## src/rtl/fp_pkg.sv

```systemverilog
// Shared types and constants for the FP32 add/sub result stage.
package fp_pkg;

    localparam logic [1:0] SEL_INF    = 2'b00;
    localparam logic [1:0] SEL_QNAN   = 2'b01;
    localparam logic [1:0] SEL_PROP_A = 2'b10;
    localparam logic [1:0] SEL_PROP_B = 2'b11;

    localparam logic [7:0] EXP_ALL_ONES = 8'hFF;

    typedef struct packed {
        logic        sign;
        logic [7:0]  exp;
        logic [22:0] man;
    } fp32_t;

    typedef struct packed {
        logic nan;
        logic inf;
        logic zero;
        logic ovf;
    } fp_flags_t;

    typedef struct packed {
        fp32_t     word;
        fp_flags_t flags;
    } fp_pkt_t;

endpackage

```

## src/rtl/fp_skid_buf.sv

```systemverilog
// One-entry skid buffer feeding a registered output; 1-cycle latency, full throughput.
// o_ready is taken straight from the skid-valid flop, so it never depends on i_ready combinationally.
module fp_skid_buf #(
    parameter int W = 36
) (
    input  logic         i_clk,
    input  logic         i_rst,
    input  logic         i_valid,
    output logic         o_ready,
    input  logic [W-1:0] i_data,
    output logic         o_valid,
    input  logic         i_ready,
    output logic [W-1:0] o_data
);

    logic         out_vld_q, out_vld_d;
    logic [W-1:0] out_dat_q, out_dat_d;
    logic         skid_vld_q, skid_vld_d;
    logic [W-1:0] skid_dat_q, skid_dat_d;
    logic         accept;

    assign o_ready = ~skid_vld_q;
    assign o_valid = out_vld_q;
    assign o_data  = out_dat_q;
    assign accept  = i_valid & ~skid_vld_q;

    always_comb begin
        out_vld_d  = out_vld_q;
        out_dat_d  = out_dat_q;
        skid_vld_d = skid_vld_q;
        skid_dat_d = skid_dat_q;
        if (~out_vld_q | i_ready) begin
            // A held skid entry always drains first; accept is 0 whenever skid is full.
            if (skid_vld_q) begin
                out_vld_d  = 1'b1;
                out_dat_d  = skid_dat_q;
                skid_vld_d = 1'b0;
            end else begin
                out_vld_d = accept;
                if (accept) begin
                    out_dat_d = i_data;
                end
            end
        end else if (accept) begin
            skid_vld_d = 1'b1;
            skid_dat_d = i_data;
        end
    end

    always_ff @(posedge i_clk or posedge i_rst) begin
        if (i_rst) begin
            out_vld_q  <= 1'b0;
            out_dat_q  <= '0;
            skid_vld_q <= 1'b0;
            skid_dat_q <= '0;
        end else begin
            out_vld_q  <= out_vld_d;
            out_dat_q  <= out_dat_d;
            skid_vld_q <= skid_vld_d;
            skid_dat_q <= skid_dat_d;
        end
    end

endmodule

```

## src/rtl/fp_result_pack.sv

```systemverilog
// Packs the FP32 add/sub result from normal-path and special-case selects, with status flags.
// One cycle latency through a skid-buffered output; back-pressure never drops or duplicates results.
module fp_result_pack
    import fp_pkg::*;
#(
    parameter logic [22:0] QNAN_MAN  = 23'h400000,
    parameter logic [31:0] CANON_NAN = 32'h7FC00000
) (
    input  logic        i_clk,
    input  logic        i_rst,
    input  logic        i_valid,
    output logic        o_ready,
    input  logic        i_sign_norm,
    input  logic [7:0]  i_exp_norm,
    input  logic [22:0] i_man_norm,
    input  logic        i_ovf,
    input  logic        i_sel_exp,
    input  logic [1:0]  i_sel_man,
    input  logic        i_sign_spec,
    input  logic        i_sign_a,
    input  logic [22:0] i_man_a,
    input  logic        i_sign_b,
    input  logic [22:0] i_man_b,
    output logic        o_valid,
    input  logic        i_ready,
    output logic [31:0] o_result,
    output logic        o_flag_nan,
    output logic        o_flag_inf,
    output logic        o_flag_zero,
    output logic        o_flag_ovf
);

    fp_pkt_t pkt_in;
    fp_pkt_t pkt_out;
    logic [$bits(fp_pkt_t)-1:0] pkt_out_raw;

    always_comb begin
        pkt_in = '0;
        if (i_sel_exp) begin
            case (i_sel_man)
                SEL_INF: begin
                    pkt_in.word      = '{sign: i_sign_spec, exp: EXP_ALL_ONES, man: '0};
                    pkt_in.flags.inf = 1'b1;
                end
                SEL_QNAN: begin
                    pkt_in.word      = fp32_t'(CANON_NAN);
                    pkt_in.flags.nan = 1'b1;
                end
                SEL_PROP_A: begin
                    pkt_in.word      = '{sign: i_sign_a, exp: EXP_ALL_ONES, man: i_man_a | QNAN_MAN};
                    pkt_in.flags.nan = 1'b1;
                end
                default: begin
                    pkt_in.word      = '{sign: i_sign_b, exp: EXP_ALL_ONES, man: i_man_b | QNAN_MAN};
                    pkt_in.flags.nan = 1'b1;
                end
            endcase
        end else if (i_ovf) begin
            pkt_in.word      = '{sign: i_sign_norm, exp: EXP_ALL_ONES, man: '0};
            pkt_in.flags.inf = 1'b1;
            pkt_in.flags.ovf = 1'b1;
        end else begin
            pkt_in.word       = '{sign: i_sign_norm, exp: i_exp_norm, man: i_man_norm};
            pkt_in.flags.zero = (i_exp_norm == 8'h00) && (i_man_norm == 23'h0);
        end
    end

    fp_skid_buf #(
        .W($bits(fp_pkt_t))
    ) u_skid (
        .i_clk   (i_clk),
        .i_rst   (i_rst),
        .i_valid (i_valid),
        .o_ready (o_ready),
        .i_data  (pkt_in),
        .o_valid (o_valid),
        .i_ready (i_ready),
        .o_data  (pkt_out_raw)
    );

    assign pkt_out     = fp_pkt_t'(pkt_out_raw);
    assign o_result    = pkt_out.word;
    assign o_flag_nan  = pkt_out.flags.nan;
    assign o_flag_inf  = pkt_out.flags.inf;
    assign o_flag_zero = pkt_out.flags.zero;
    assign o_flag_ovf  = pkt_out.flags.ovf;

endmodule

```

## config.mk

```make
export PLATFORM = sky130hd
export DESIGN_NAME = fp_result_pack
export DESIGN_NICKNAME = d
export VERILOG_FILES = /design/src/rtl/fp_pkg.sv /design/src/rtl/fp_skid_buf.sv /design/src/rtl/fp_result_pack.sv
export SDC_FILE = /design/constraint.sdc
export NUM_CORES = 1
export LEC_CHECK = 0
export CAP_MARGIN = 15
export CORE_MARGIN = 2
export CORE_UTILIZATION = 39
export CTS_CLUSTER_SIZE = 14
export DETAILED_ROUTE_END_ITERATION = 16
export PLACE_DENSITY_LB_ADDON = 0.2
export REMOVE_ABC_BUFFERS = 1
export SETUP_SLACK_MARGIN = 0.15
export SLEW_MARGIN = 20
export SYNTH_ARGS = -nofsm -noshare
export SYNTH_HDL_FRONTEND = slang
export SYNTH_SLANG_ARGS = --single-unit
```

## constraint.sdc

```tcl
create_clock -name i_clk -period 3.5 [get_ports i_clk]
set_clock_uncertainty 0.2 [all_clocks]
set_input_delay 0.7 -clock i_clk [delete_from_list [all_inputs] [get_ports i_clk]]
set_output_delay 0.7 -clock i_clk [all_outputs]
set_load 0.005 [all_outputs]
```

# Word-level counts from Yosys, hierarchy flattened
# Cells that the tools add are included.
[totals]
wordCells = 34
regBits = 74
input_bits = 89
output_inout_bits = 38
[op_classes]
n_reduce_logical = 8
bitwise = 5
n_eq_ne = 2
mux = 15
[op_table]
columns = ["op", "count"]
rows = [
  ["$pmux 32 s3", 1],
  ["$mux 36", 2],
  ["$mux 32", 1],
  ["$mux 31", 1],
  ["$logic_not 23->1", 1],
  ["$mux 1", 9],
  ["$logic_not 8->1", 1],
  ["$reduce_and 2->1", 2],
  ["$reduce_bool 2->1", 2],
  ["$not 1->1", 3],
  ["$eq 2x1->1 const B", 1],
  ["$eq 2x2->1 const B", 1],
  ["$logic_not 2->1", 1],
  ["$mux 2", 1],
  ["$and 1x1->1", 1],
  ["$logic_and 1x1->1", 1],
  ["$or 1x1->1", 1],
]

# Depth between registers and ports, before layout
[depth]
ltp_word = 6
depth_mapped = 7
ltp_nobuf = 4

# Hierarchy
# A second synthesis with hierarchy kept.
[hier_totals]
cells_unflattened = 307
hier_area_um2 = 4098.9
[by_module_without_submodules]
columns = ["module", "n_inst", "cells_per_inst", "area_each_um2"]
rows = [
  ["fp_skid_buf", 1, 202, 3439.5],
  ["fp_result_pack", 1, 105, 659.4],
]

# Worst setup path before layout
# OpenSTA, ideal clock, no wires.
[synth_path]
kind = "input-to-reg"
start = "input i_sel_exp"
end = "register u_skid.out_dat_q[30] (netlist: u_skid.o_data[30])"
setup_slack_ns = 1.597
t_required_ns = 3.175
t_arrival_ns = 1.578
path_stages = 6
cell_sequence = "buf_6 -> or2_1 -> buf_2 -> nor2_1 -> o21ai_0 -> mux2_2"
[synth_via]
elab_chain_cells = 3
[synth_lines]
columns = ["element", "line", "rtl"]
rows = [
  ["start: declaration", "fp_result_pack.sv:17", "input logic i_sel_exp,"],
  ["$mux 32", "fp_result_pack.sv:39", "if (i_sel_exp) begin"],
  ["$mux 36", "fp_skid_buf.sv:40", "if (accept) begin"],
  ["$mux 36", "fp_skid_buf.sv:34", "if (skid_vld_q) begin"],
  ["end signal: assignment", "fp_skid_buf.sv:58", "out_dat_q <= out_dat_d;"],
  ["end: declaration", "fp_skid_buf.sv:17", "logic [W-1:0] out_dat_q, out_dat_d;"],
]
# No other way between the ends. The select of a mux whose other input is x is not followed.
# A chain may end at the register's enable or synchronous reset.

# Worst setup path after layout
[layout_path]
start = "register u_skid.skid_vld_q"
end = "output o_ready"
[layout_via]
elab_chain_cells = 1
[layout_lines]
columns = ["element", "line", "rtl"]
rows = [
  ["start: declaration", "fp_skid_buf.sv:18", "logic skid_vld_q, skid_vld_d;"],
  ["start signal: assignment", "fp_skid_buf.sv:59", "skid_vld_q <= skid_vld_d;"],
  ["$not 1->1", "fp_skid_buf.sv:22", "assign o_ready = ~skid_vld_q;"],
  ["end: declaration", "fp_result_pack.sv:12", "output logic o_ready,"],
]
# No other way between the ends.

==> flow_summary_export.csv <==
group,metric,value,unit
final_layout,final_common_cell,"clkdlybuf4s50_1",
place,dp_hpwl,6970,µm
power,p_leak,0.00220,µW
die,dieArea,10500,µm²
clock_tree,path_clk_slew,0.08,ns
clock_tree,tritoncts,"yes",
die,die_h,102,µm
power,power,2370,µW
global_route,antenna_found_initial,0,
global_route,grt_first_pass_wirelength,16100,µm
synthesis,yosys.area_share.simple,16.7,%
die,core,9330,µm²
worst_setup_path,cpPeakStageDelay,0.60,ns
clock_tree,cts.path.max_buffers,2,
clock_tree,cts_buffers,9,
synthesis,ys_ff_latch,74,
die,rows,35,
global_route,grt_use_total,19.8,%
clock_tree,numClockSinks,74,
synthesis,netlist_instances,419,
worst_setup_path,crit_type,"reg2out",
sta,final.min_clock_period,2.66,ns
clock_tree,cts_hold_buf,0,
synthesis,synth-seq-area-share,49.0,%
drt,drtIter0Drc,161,
synthesis,synth_top_family_by_area,"compound AO/OA/AOI/OAI gates",
final_layout,insertedDiodeCount,0,
sta,maxSlewViolCount,0,
power,p_sw,674,µW
sta,worst-slew-pin-transition,0.781,ns
worst_setup_path,cp-end-kind,"primary output",
final_layout,area_growth,39.9,%
status,status,"completed",
power,power_frac_comb,26.8,%
final_layout,finalNetCount,617,
power,seq_power_share,46.2,%
drt,via_per_inst,5.08,
synthesis,synthXorXnorAreaFrac,0,%
clock_tree,cts_resized,0,
sta,slew_headroom,47.9,%
worst_setup_path,worstPathCellList,"inv_2 > clkdlybuf4s50_1",
sta,fin_tns_setup,0,ns
sta,hold_viol,0,
drt,first_pass_iters,4,
clock_tree,ctsRootBufferMaster,"clkbuf_8",
synthesis,synth.distinct_cells,35,
power,power.density,449,nW/µm²
synthesis,synth-compound-area-share,20.6,%
sta,post-route-period-util,75.9,%
synthesis,ys_warn_count,0,
worst_hold_path,min_path_type,"reg2reg",
worst_setup_path,critPathArrivalTime,1.76,ns
place,gp_congestion,0.737,
sta,setup_viol,0,
drt,vias,3365,
power,intPower,1700,µW
synthesis,synth_fa_ha_area_share,0,%
worst_setup_path,worstPathRequired,2.60,ns
clock_tree,cts_setup_buffers,0,
clock_tree,clk_latency,0.34,ns
place,dpl_cell_area,5100,µm²
synthesis,mappedNetlistArea,3780,µm²
die,initial_core_util,40.5,%
place,io_buffers,124,
sta,rsz0062_at_grt,"no",
final_layout,final_area,5290,µm²
flow_run,max_cap_viol_count,0,
worst_setup_path,cp_slowest_cell,"clkdlybuf4s50_1",
drt,drt_wl_total,10100,µm
global_route,grt_max_degree,57,
power,peakVddDrop,0.000187,V
final_layout,drive_gt1_share,7.50,%
die,pin_count,127,
die,die_w,102,µm
synthesis,syn_avg_cell_area,9.02,µm²
final_layout,fillers,873,
synthesis,synthMuxAreaShare,8.51,%
power,pwr-share-clk,27.0,%
drt,post_drt_wl_per_cell,15.3,µm
drt,drcViolationCount,0,
worst_setup_path,crit_path_start_kind,"register",
sta,clock.fmax,0.376,GHz
power,switching_share,28.4,%
worst_setup_path,crit_fanout,25,
global_route,first_global_vias,3319,
final_layout,mostFrequentLayoutCells,"clkdlybuf4s50_1 (123), dfrtp_1 (73), nand2_1 (72)",
clock_tree,cts_max_level,3,
global_route,globalRouteOverflowTotal,0,
drt,ant_nets,0,
[metrics by stage]
step | utilization, % | hold slack (ns) | instances | worst slack, ns
after floorplan | - | 0.242 | 386 | 0.183
after global placement | 54.7 | 0.258 | 646 | 0.820
after detailed placement | 54.7 | 0.265 | 646 | 0.699
after CTS | 56.7 | 0.283 | 662 | 0.829
after global routing | 56.7 | 0.301 | 662 | 0.754
final | 56.7 | 0.276 | 662 | 0.843
[flip-flops by register name (all words and copies together), names as in the netlist]
signal             cells
u_skid.o_data         36
u_skid.o_valid         1
u_skid.skid_dat_q     36
u_skid.skid_vld_q      1
[routing by layer]
layer | GRT usage (%) | share of wire (%)
met1 | 25.8 | 46
met2 | 33.0 | 48
met3 | 4.31 | 5.8
met4 | 6.05 | 1.1
met5 | 0 | 0
[power groups by stage]
| stage | Sequential, µW | Combinational, µW | Clock (µW) |
|---|---|---|---|
| 4_1_cts | 1100 | 645 | 660 |
| 3_5_place_dp | 1110 | 642 | 0 |
| 5_1_grt | 1120 | 708 | 688 |
| 3_3_place_gp | 1110 | 629 | 0 |
| 6_report | 1100 | 635 | 641 |
| 2_1_floorplan | 1120 | 251 | 0 |
[cells by family (layout without fill, tap and decap cells)]
family	count (synthesis)	after routing
compound gates	128	128
mux	31	31
flops	74	74
buf+inv	36	150
simple gates	150	150
[worst max-delay path: cells and delay by family (launching register included)]
family	cells	cell delay (ns)
buffers and inverters	2	0.99
DFF	1	0.41
[Yosys cell counts]
library cell / count / area share [%]
mux2i_1: 22 / 5.8
or4_4: 1 / 0.30
buf_6: 4 / 1.2
nand4_1: 1 / 0.17
nor2_1: 58 / 5.8
clkbuf_1: 10 / 0.99
mux2_2: 8 / 2.4
and3_1: 2 / 0.33
nand2_1: 72 / 7.2
nand2b_1: 1 / 0.17
o21ai_1: 1 / 0.13
o21ai_0: 47 / 6.2
buf_2: 14 / 1.9
a21oi_1: 30 / 4.0
dfrtp_1: 74 / 49
o21ai_2: 1 / 0.23
nor4_1: 6 / 0.99
nand3b_1: 1 / 0.20
a221o_1: 1 / 0.26
nor3_1: 2 / 0.26
and4_1: 1 / 0.23
buf_1: 1 / 0.099
nand3_1: 1 / 0.13
nor3_2: 1 / 0.26
buf_4: 4 / 0.79
o31ai_1: 24 / 4.8
a211oi_1: 22 / 4.4
o21a_1: 1 / 0.20
nor2b_1: 1 / 0.17
or2_1: 1 / 0.17
inv_2: 1 / 0.099
o21ai_4: 1 / 0.43
nand2b_4: 1 / 0.36
mux2_1: 1 / 0.30
inv_1: 2 / 0.20
[layout make-up]
| cell class | count | area [µm²] | area share, % |
|---|---|---|---|
| multi-input combinational | 309 | 1740 | 32.8 |
| inverter | 3 | 12.5 | 0.237 |
| clock inverter | 6 | 57.6 | 1.09 |
| clock buffer | 10 | 128 | 2.41 |
| tap | 129 | 161 | 3.05 |
| sequential | 74 | 1850 | 35.0 |
| timing repair buffer | 131 | 1340 | 25.3 |
[worst paths after layout]
path                       slack [ns]               from  cells past startpoint                     to
setup / recovery                 0.84  u_skid.skid_vld_q                      2                o_ready
hold / removal                   0.28  u_skid.o_data[21]                      2      u_skid.o_data[21]
setup reg to reg                 1.23  u_skid.skid_vld_q                      5  u_skid.skid_dat_q[33]
hold reg to reg                  0.28  u_skid.o_data[21]                      2      u_skid.o_data[21]
max in group asynchronous        1.87              i_rst                      3  u_skid.skid_dat_q[15]
min in group asynchronous        0.59              i_rst                      2         u_skid.o_valid
No activity file was read; power rests on OpenSTA's default activity.
